$ cat config.mk
export PLATFORM = sky130hd
export DESIGN_NAME = regbank_write_scheduler
export DESIGN_NICKNAME = d
export VERILOG_FILES = /design/src/rtl/regbank_write_scheduler_pkg.sv /design/src/rtl/regbank_write_scheduler_rr_arbiter2.sv /design/src/rtl/regbank_write_scheduler.sv
export SDC_FILE = /design/constraint.sdc
export NUM_CORES = 1
export LEC_CHECK = 0
export CAP_MARGIN = 15
export CORE_ASPECT_RATIO = 1.5
export CORE_MARGIN = 2
export CORE_UTILIZATION = 55
export CTS_BUF_LIST = sky130_fd_sc_hd__clkbuf_8 sky130_fd_sc_hd__clkbuf_16
export CTS_CLUSTER_SIZE = 20
export DETAILED_ROUTE_END_ITERATION = 8
export PLACE_DENSITY = 0.8
export SYNTH_ARGS = -nofsm -noshare
export SYNTH_HDL_FRONTEND = slang
export SYNTH_SLANG_ARGS = --single-unit
$ cat constraint.sdc
create_clock -name CLK -period 2.49 [get_ports CLK]
set_clock_uncertainty 0.2 [all_clocks]
set_input_delay 0.3735 -clock CLK [delete_from_list [all_inputs] [get_ports CLK]]
set_output_delay 0.3735 -clock CLK [all_outputs]
set_load 0.02 [all_outputs]
$ cat src/rtl/regbank_write_scheduler_pkg.sv
// rtl/regbank_write_scheduler_pkg.sv - shared sizes, entry type and FSM states for the register bank scheduler
package regbank_write_scheduler_pkg;
   localparam int NBANK = 2;
   localparam int NENT  = 4;
   localparam int NLANE = 3;
   localparam int LW    = 2;
   localparam int EW    = NLANE * LW;
   localparam int AW    = $clog2(NENT);

   typedef logic [LW-1:0]     lane_t;
   typedef lane_t [NLANE-1:0] entry_t;

   typedef enum logic {
      IDLE  = 1'b0,
      CLEAR = 1'b1
   } state_t;
endpackage

$ cat src/rtl/regbank_write_scheduler_rr_arbiter2.sv
// rtl/regbank_write_scheduler_rr_arbiter2.sv - two-way round-robin arbiter, pointer moves only on accepted grants
module rr_arbiter2 (
   input  logic       clk,
   input  logic       rst_n,
   input  logic [1:0] req,
   input  logic       accept,
   output logic [1:0] gnt
);
   // last_gnt holds the index of the most recently accepted requester
   logic last_gnt;

   always_comb begin
      gnt = req;
      if (req == 2'b11)
         gnt = last_gnt ? 2'b01 : 2'b10;
   end

   always_ff @(posedge clk or negedge rst_n) begin
      if (!rst_n)
         last_gnt <= 1'b1;
      else if (accept && (gnt != 2'b00))
         last_gnt <= gnt[1];
   end
endmodule

$ cat src/rtl/regbank_write_scheduler.sv
// rtl/regbank_write_scheduler.sv - 2x4 register bank with arbitrated write port, bank-clear sequencer and read ports
module regbank_write_scheduler
   import regbank_write_scheduler_pkg::*;
(
   input  logic          CLK,
   input  logic          ASYNCRESETN,
   input  logic          wr0_valid,
   output logic          wr0_ready,
   input  logic          wr0_bank,
   input  logic [AW-1:0] wr0_addr,
   input  logic [EW-1:0] wr0_data,
   input  logic          wr1_valid,
   output logic          wr1_ready,
   input  logic          wr1_bank,
   input  logic [AW-1:0] wr1_addr,
   input  logic [EW-1:0] wr1_data,
   input  logic          clr_valid,
   input  logic          clr_bank,
   output logic          clr_ready,
   input  logic [AW-1:0] raddr0,
   output logic [EW-1:0] rdata0,
   input  logic [AW-1:0] raddr1,
   output logic [EW-1:0] rdata1,
   output logic          busy
);
   entry_t        storage [NBANK][NENT];
   state_t        state, state_n;
   logic [AW-1:0] cnt, cnt_n;
   logic          cbank, cbank_n;

   logic [1:0]    req, gnt;
   logic          wr_fire;
   logic          wr_bank;
   logic [AW-1:0] wr_addr;
   entry_t        wr_data;

   // Requests are masked outside IDLE so no grant can be issued during a clear
   assign req = (state == IDLE) ? {wr1_valid, wr0_valid} : 2'b00;

   rr_arbiter2 u_arb (
      .clk    (CLK),
      .rst_n  (ASYNCRESETN),
      .req    (req),
      .accept (wr_fire),
      .gnt    (gnt)
   );

   assign wr0_ready = gnt[0];
   assign wr1_ready = gnt[1];
   assign wr_fire   = (wr0_valid & gnt[0]) | (wr1_valid & gnt[1]);
   assign wr_bank   = gnt[1] ? wr1_bank : wr0_bank;
   assign wr_addr   = gnt[1] ? wr1_addr : wr0_addr;
   assign wr_data   = gnt[1] ? wr1_data : wr0_data;

   always_comb begin
      state_n   = state;
      cnt_n     = cnt;
      cbank_n   = cbank;
      clr_ready = 1'b0;
      busy      = 1'b0;
      case (state)
         IDLE: begin
            clr_ready = 1'b1;
            if (clr_valid) begin
               state_n = CLEAR;
               cnt_n   = '0;
               cbank_n = clr_bank;
            end
         end
         CLEAR: begin
            busy  = 1'b1;
            cnt_n = cnt + 1'b1;
            if (cnt == AW'(NENT - 1))
               state_n = IDLE;
         end
         default: state_n = IDLE;
      endcase
   end

   always_ff @(posedge CLK or negedge ASYNCRESETN) begin
      if (!ASYNCRESETN) begin
         state <= IDLE;
         cnt   <= '0;
         cbank <= 1'b0;
      end else begin
         state <= state_n;
         cnt   <= cnt_n;
         cbank <= cbank_n;
      end
   end

   always_ff @(posedge CLK or negedge ASYNCRESETN) begin
      if (!ASYNCRESETN) begin
         for (int b = 0; b < NBANK; b++)
            for (int e = 0; e < NENT; e++)
               storage[b][e] <= '0;
      end else begin
         if (wr_fire)
            storage[wr_bank][wr_addr] <= wr_data;
         if (state == CLEAR)
            storage[cbank][cnt] <= '0;
      end
   end

   assign rdata0 = storage[0][raddr0];
   assign rdata1 = storage[1][raddr1];
endmodule

== After elaboration in Yosys (flattened, before gate mapping) ==
Cells that the tools add are included.
Widths: inputs -> output; s select.
Word-level totals
  word-level logic and storage cells: 91
  input bits: 28
  flip-flop bits (word level): 53
  output and inout port bits: 16
Operators by class
  bitwise logic cells: 12
  add/subtract/negate cells: 1
  order comparisons: 10
  equality and inequality tests: 3
  reductions and logical operators: 7
  multiplexer cells: 30
Operators with widths (count)
  $mux 48: 2
  $and 48x48->48: 1
  $bwmux 48: 1
  $demux 24 s1: 2
  $mux 24: 2
  $not 48->48: 1
  $mux 6: 7
  $bmux 6 s2: 2
  $demux 6 s2: 2
  $ge 3x3->1 const B: 4
  $not 2->3: 4
  $mux 2: 5
  $lt 3x1->1 const B: 2
  $logic_and 1x1->1: 5
  $mux 1: 5
  $eq 2x2->1 const B: 2
  $ge 2x2->1 const B: 2
  $lt 2x1->1 const B: 2
  $not 1->2: 2
  $pmux 2 s2: 1
  $add 2x1->2 const B: 1
  $and 1x1->1: 2
  $ne 2x2->1 const B: 1
  $pmux 1 s2: 1
  4 further kinds: 4

== Logic depth before layout (Yosys ltp) ==
Gate-level depths: netlist of the first run.
  depth in word-level cells: 15
  depth in mapped cells: 7
  gate-level depth less buffers: 5

== By module ==
Synthesis of the first run repeated with hierarchy kept, for this count alone.
Unflattened totals
  cells, all modules: 287
  area, all modules: 3044.2 sq um
By module, submodules not included
  regbank_write_scheduler: area an instance 2987.9 sq um, times used 1, cells each 281, seq. area each 1301.2 sq um
  rr_arbiter2: area an instance 56.3 sq um, times used 1, cells each 6, seq. area each 26.3 sq um

== Worst setup path after synthesis of the first run ==
No wires, ideal clock.
  path type: flip-flop to output port
  start: register state
  end: output port wr0_ready
  buffers on the path: 2
  arrival: 1.439 ns
  data required time: 1.917 ns
  stages on the path, launching flop included: 5
  path slack: 0.478 ns
  cells stage by stage: dfrtp_1 > buf_6 > inv_2 > clkbuf_1 > and3_1
On the way
  cells in the longest elaborated chain, start to end: 3
RTL lines
  start: declaration: RTL line regbank_write_scheduler.sv:27  | state_t state, state_n;
  start signal: assignment: RTL line regbank_write_scheduler.sv:86  | state <= state_n;
  $mux 2 (*): RTL line regbank_write_scheduler.sv:38  | assign req = (state == IDLE) ? {wr1_valid, wr0_valid} : 2'b00;
  $eq 2x2->1: RTL line regbank_write_scheduler_rr_arbiter2.sv:14  | if (req == 2'b11)
  $mux 2 (*): RTL line regbank_write_scheduler_rr_arbiter2.sv:14
  end: declaration: RTL line regbank_write_scheduler.sv:8  | output logic wr0_ready,
Mark *: on every way between the ends. The rest lies on a longest branch, timed or not.

== Worst setup path after layout of the first run ==
  start: register u_arb.last_gnt
  end: output port wr0_ready
On the way
  cells in the longest elaborated chain, start to end: 2
RTL lines
  start: declaration: RTL line regbank_write_scheduler_rr_arbiter2.sv:10  | logic last_gnt;
  start signal: assignment: RTL line regbank_write_scheduler_rr_arbiter2.sv:22  | last_gnt <= gnt[1];
  $mux 2: RTL line regbank_write_scheduler_rr_arbiter2.sv:15  | gnt = last_gnt ? 2'b01 : 2'b10;
  $mux 2: RTL line regbank_write_scheduler_rr_arbiter2.sv:14
No other way between the ends.

==> results of run 1 <==
[placed cells by master, fill, tap and decap left out, types with 2 or more instances in the layout]
cell type and instances:
dfrtp_1 52, inv_1 42, a221oi_1 36, buf_4 30, clkdlybuf4s50_1 29, o31ai_1 19
or4_1 12, o221a_2 12, mux4_2 12, dlygate4sd2_1 12, nor2_1 10, a21oi_1 9
nand3_1 8, nor3_1 6, nor4_1 6, o21ai_1 5, clkbuf_8 5, nand2b_1 4
nand2_1 4, and3_1 4, ha_1 4, and2_1 3, o21ai_0 3, a32o_1 2
nor3_2 2, a32oi_1 2, a21oi_4 2, nor2b_1 2, buf_12 2
[layer usage]
metal	up-vias	track usage, %	part of all wire (%)
met4	0	18.7	6.8
met1	1365	35.1	37
li1	1269	-	-
met2	137	47.5	51
met5	-	0	0
met3	40	4.06	5.8
[flip-flops by register name, indices dropped and copies added (netlist names)]
register,flops
u_arb.last_gnt,1
cnt,2
storage,48
state,1
cbank,1
[what timing repair did]
action	in CTS	in global routing
resized for setup	12	1
endpoints found under the hold margin	5	0
endpoints found under the setup margin	12	1
hold buffers	1	0
[worst max path at each step]
stage | startpoint | endpoint | slack [ps]
2_1_floorplan | state | wr0_ready | 480
3_3_place_gp | raddr0[0] | rdata0[1] | -130
3_5_place_dp | raddr0[0] | rdata0[1] | -160
4_1_cts | wr0_valid | wr1_ready | 40
5_1_grt | raddr0[0] | rdata0[3] | 30
6_report | u_arb.last_gnt | wr0_ready | 70
[cells in the mapped netlist, types with 2 or more instances]
master    instances
o221a_2          12
dfrtp_1          52
a21oi_1           9
buf_6             7
and2_1            3
nand3_1           8
clkbuf_1          6
nor4_1            6
a32oi_1           2
nand2b_1          4
nor2b_1           2
buf_2             5
buf_4             3
a32o_1            2
nand2_1           4
buf_1             6
and3_1            4
a221oi_1         36
or4_1            12
o21ai_0           3
mux4_2           12
ha_1              4
nor2_1           10
inv_1            40
o21ai_1           5
nor3_1            6
o31ai_1          19
a21oi_4           2
nor3_2            2
[cell families after synthesis]
| family | after synthesis | share of synthesized area [%] |
|---|---|---|
| AOI/OAI and AO/OA | 95 | 25.2 |
| adders and majority gates | 4 | 1.57 |
| buffers and inverters | 69 | 10.3 |
| DFF | 53 | 41.5 |
| muxes | 13 | 8.80 |
| and+or+nand+nor | 66 | 12.6 |
[metrics by stage]
step	area, um^2	util [%]	total power, mW	setup WS, ps
2_1_floorplan	3200	-	2.74	478
3_3_place_gp	3810	66.8	3.30	-128
3_5_place_dp	3810	66.8	3.39	-164
4_1_cts	3890	68.2	3.78	43.9
5_1_grt	3890	68.2	4.03	33.1
6_report	3890	68.2	3.80	69.5
[cell type report]
cell class / count / area share [%]
clock buffer: 5 / 1.77
clock inverter: 3 / 0.386
inverter: 42 / 4.09
multi-input combinational: 178 / 39.6
sequential: 53 / 34.1
tap: 72 / 2.32
timing repair buffer: 76 / 17.7
[power by group]
group	switching (mW)	internal (mW)	leakage, nW
registers	0.290	1.26	0.673
logic	0.930	0.850	0.956
clock network	0.281	0.192	0.0467
total	1.50	2.30	1.68
[worst register-to-register path: stages, from the launching register on]
cell and delay [ps]:
dfrtp_1 500, buf_4 270, nor2_1 160, a32o_1 300, buf_4 180, o21ai_2 110, a221oi_1 330
==> flow_summary.ini, run 1 <==
[timing]
max_freq_mhz = 413
relSlewSlack_pct = 53.9
layout_min_cycle_time_ps = 2420
worst_pin_slew_ps = 686
final_max_slew_viol_count = 0
post-route-period-util_pct = 97.2
final-setup-viol-count = 0
fin_tns_setup_ps = 0
rsz0062_at_grt = no
hold_violations = 0
holdWs_ps = 335

[critical_path]
critPathSlowestCell = dfstp_2
path_max_fanout = 6
crit_path_cell_trace = nand2b_4 > and3_1 > clkdlybuf4s50_1
rr_startpoint = state
cp.arrival_ps = 1850
end_kind = output port
path_buf_inv = 1
r2r_slack_ps = 340
critPathMaxStageDelay_ps = 600
critPathKind = register to output port
cp.required_ps = 1920
critical_path.top_delay_family = flip-flops
critical_path.startpoint_type = register
path_depth = 3
worstRegToRegCells = 6
r2r-end = storage[46]

[logic_synthesis]
synth_top_area_share_pct = 40.7
synth_top_area_cell = dfrtp_1
syn-num-nets = 332
synth_edf_count = 0
async_flop_share_pct = 100
synth-main-ff-cell = dfrtp_1
ys_top_cells_by_area = dfrtp_1, a221oi_1, mux4_2
postSynthCellCount = 300
avgSynthCellArea_um2 = 10.7
synth_cell_type_count = 43
ys_ff_latch = 53
ys_seq_area_share_pct = 41.5
netlist_area_um2 = 3200
yosysWarnings = 0

[final_layout]
multi_input_area_um2 = 1540
final_nets = 388
layout-drive-gt1-share_pct = 22.1
stdcell_count = 429
regArea_um2 = 1330
area_growth_pct = 21.6
num_antenna_cells = 0
fillers = 472

[detailed_routing]
first_iter_violations = 260
postRouteAntennaNets = 0
drc = 0
routed_wl_mm = 8.69
num_vias = 2811
drt-vias-per-instance = 6.55
dr.pass1.iters = 4
wire_per_inst_um = 20.2

[clocking]
cts_htree_levels = 2
root_buffer = clkbuf_8
post_cts_buffers = 0
cts_sinks = 53
clkTransAtPathRegs_ps = 100
cts_made_buffers = 5
clk_path_buf_depth = 2
clock_latency_ps = 300
cts_tree = yes

[status]
status = complete, no violations

[hold_path]
hold_class = register to register
hold_end = storage[23]
min-delay-start = storage[23]
whs_path_depth = 2

[floorplan]
die_h_um = 97.4
rows = 34
die-area_um2 = 6450
coreArea_um2 = 5700
initial_core_util_pct = 56.1
die_x_um = 66.3
io_pins = 44

[global_routing]
antenna_found_initial = 0
grt_usage_pct = 29.1
grt_max_degree = 54
grt_pass1_vias = 2777
globalRoute.totalOverflow = 0
grt_pass1_wl_mm = 14.1

[placed_design]
place_inst = 420
dp_hpwl_mm = 6.97
port_buffers = 43
place.gp.congestion = 0.959

[power_and_ir_drop]
p_per_area_nw_per_um2 = 977
leakage_nw = 1.68
ir_worst_vdd_mv = 0.997

[job]
cap_violations = 0
Note: power is estimated with default switching activity, not from simulation.
==> inputs of run 2 (changes only) <==
--- a/config.mk
+++ b/config.mk
@@ -5,6 +5,7 @@
 export SDC_FILE = /design/constraint.sdc
 export NUM_CORES = 1
 export LEC_CHECK = 0
+export ABC_AREA = 0
 export CAP_MARGIN = 15
 export CORE_ASPECT_RATIO = 1.5
 export CORE_MARGIN = 2
==> results of run 2 <==
Final layout, timing and power as in run 1 (identical DEF).
==> inputs of run 3 (changes only) <==
--- a/config.mk
+++ b/config.mk
@@ -11,6 +11,7 @@
 export CORE_MARGIN = 2
 export CORE_UTILIZATION = 55
 export CTS_BUF_LIST = sky130_fd_sc_hd__clkbuf_8 sky130_fd_sc_hd__clkbuf_16
+export CTS_CLUSTER_DIAMETER = 60
 export CTS_CLUSTER_SIZE = 20
 export DETAILED_ROUTE_END_ITERATION = 8
 export PLACE_DENSITY = 0.8
==> results of run 3 <==
Final layout, timing and power as in run 1 (identical DEF).
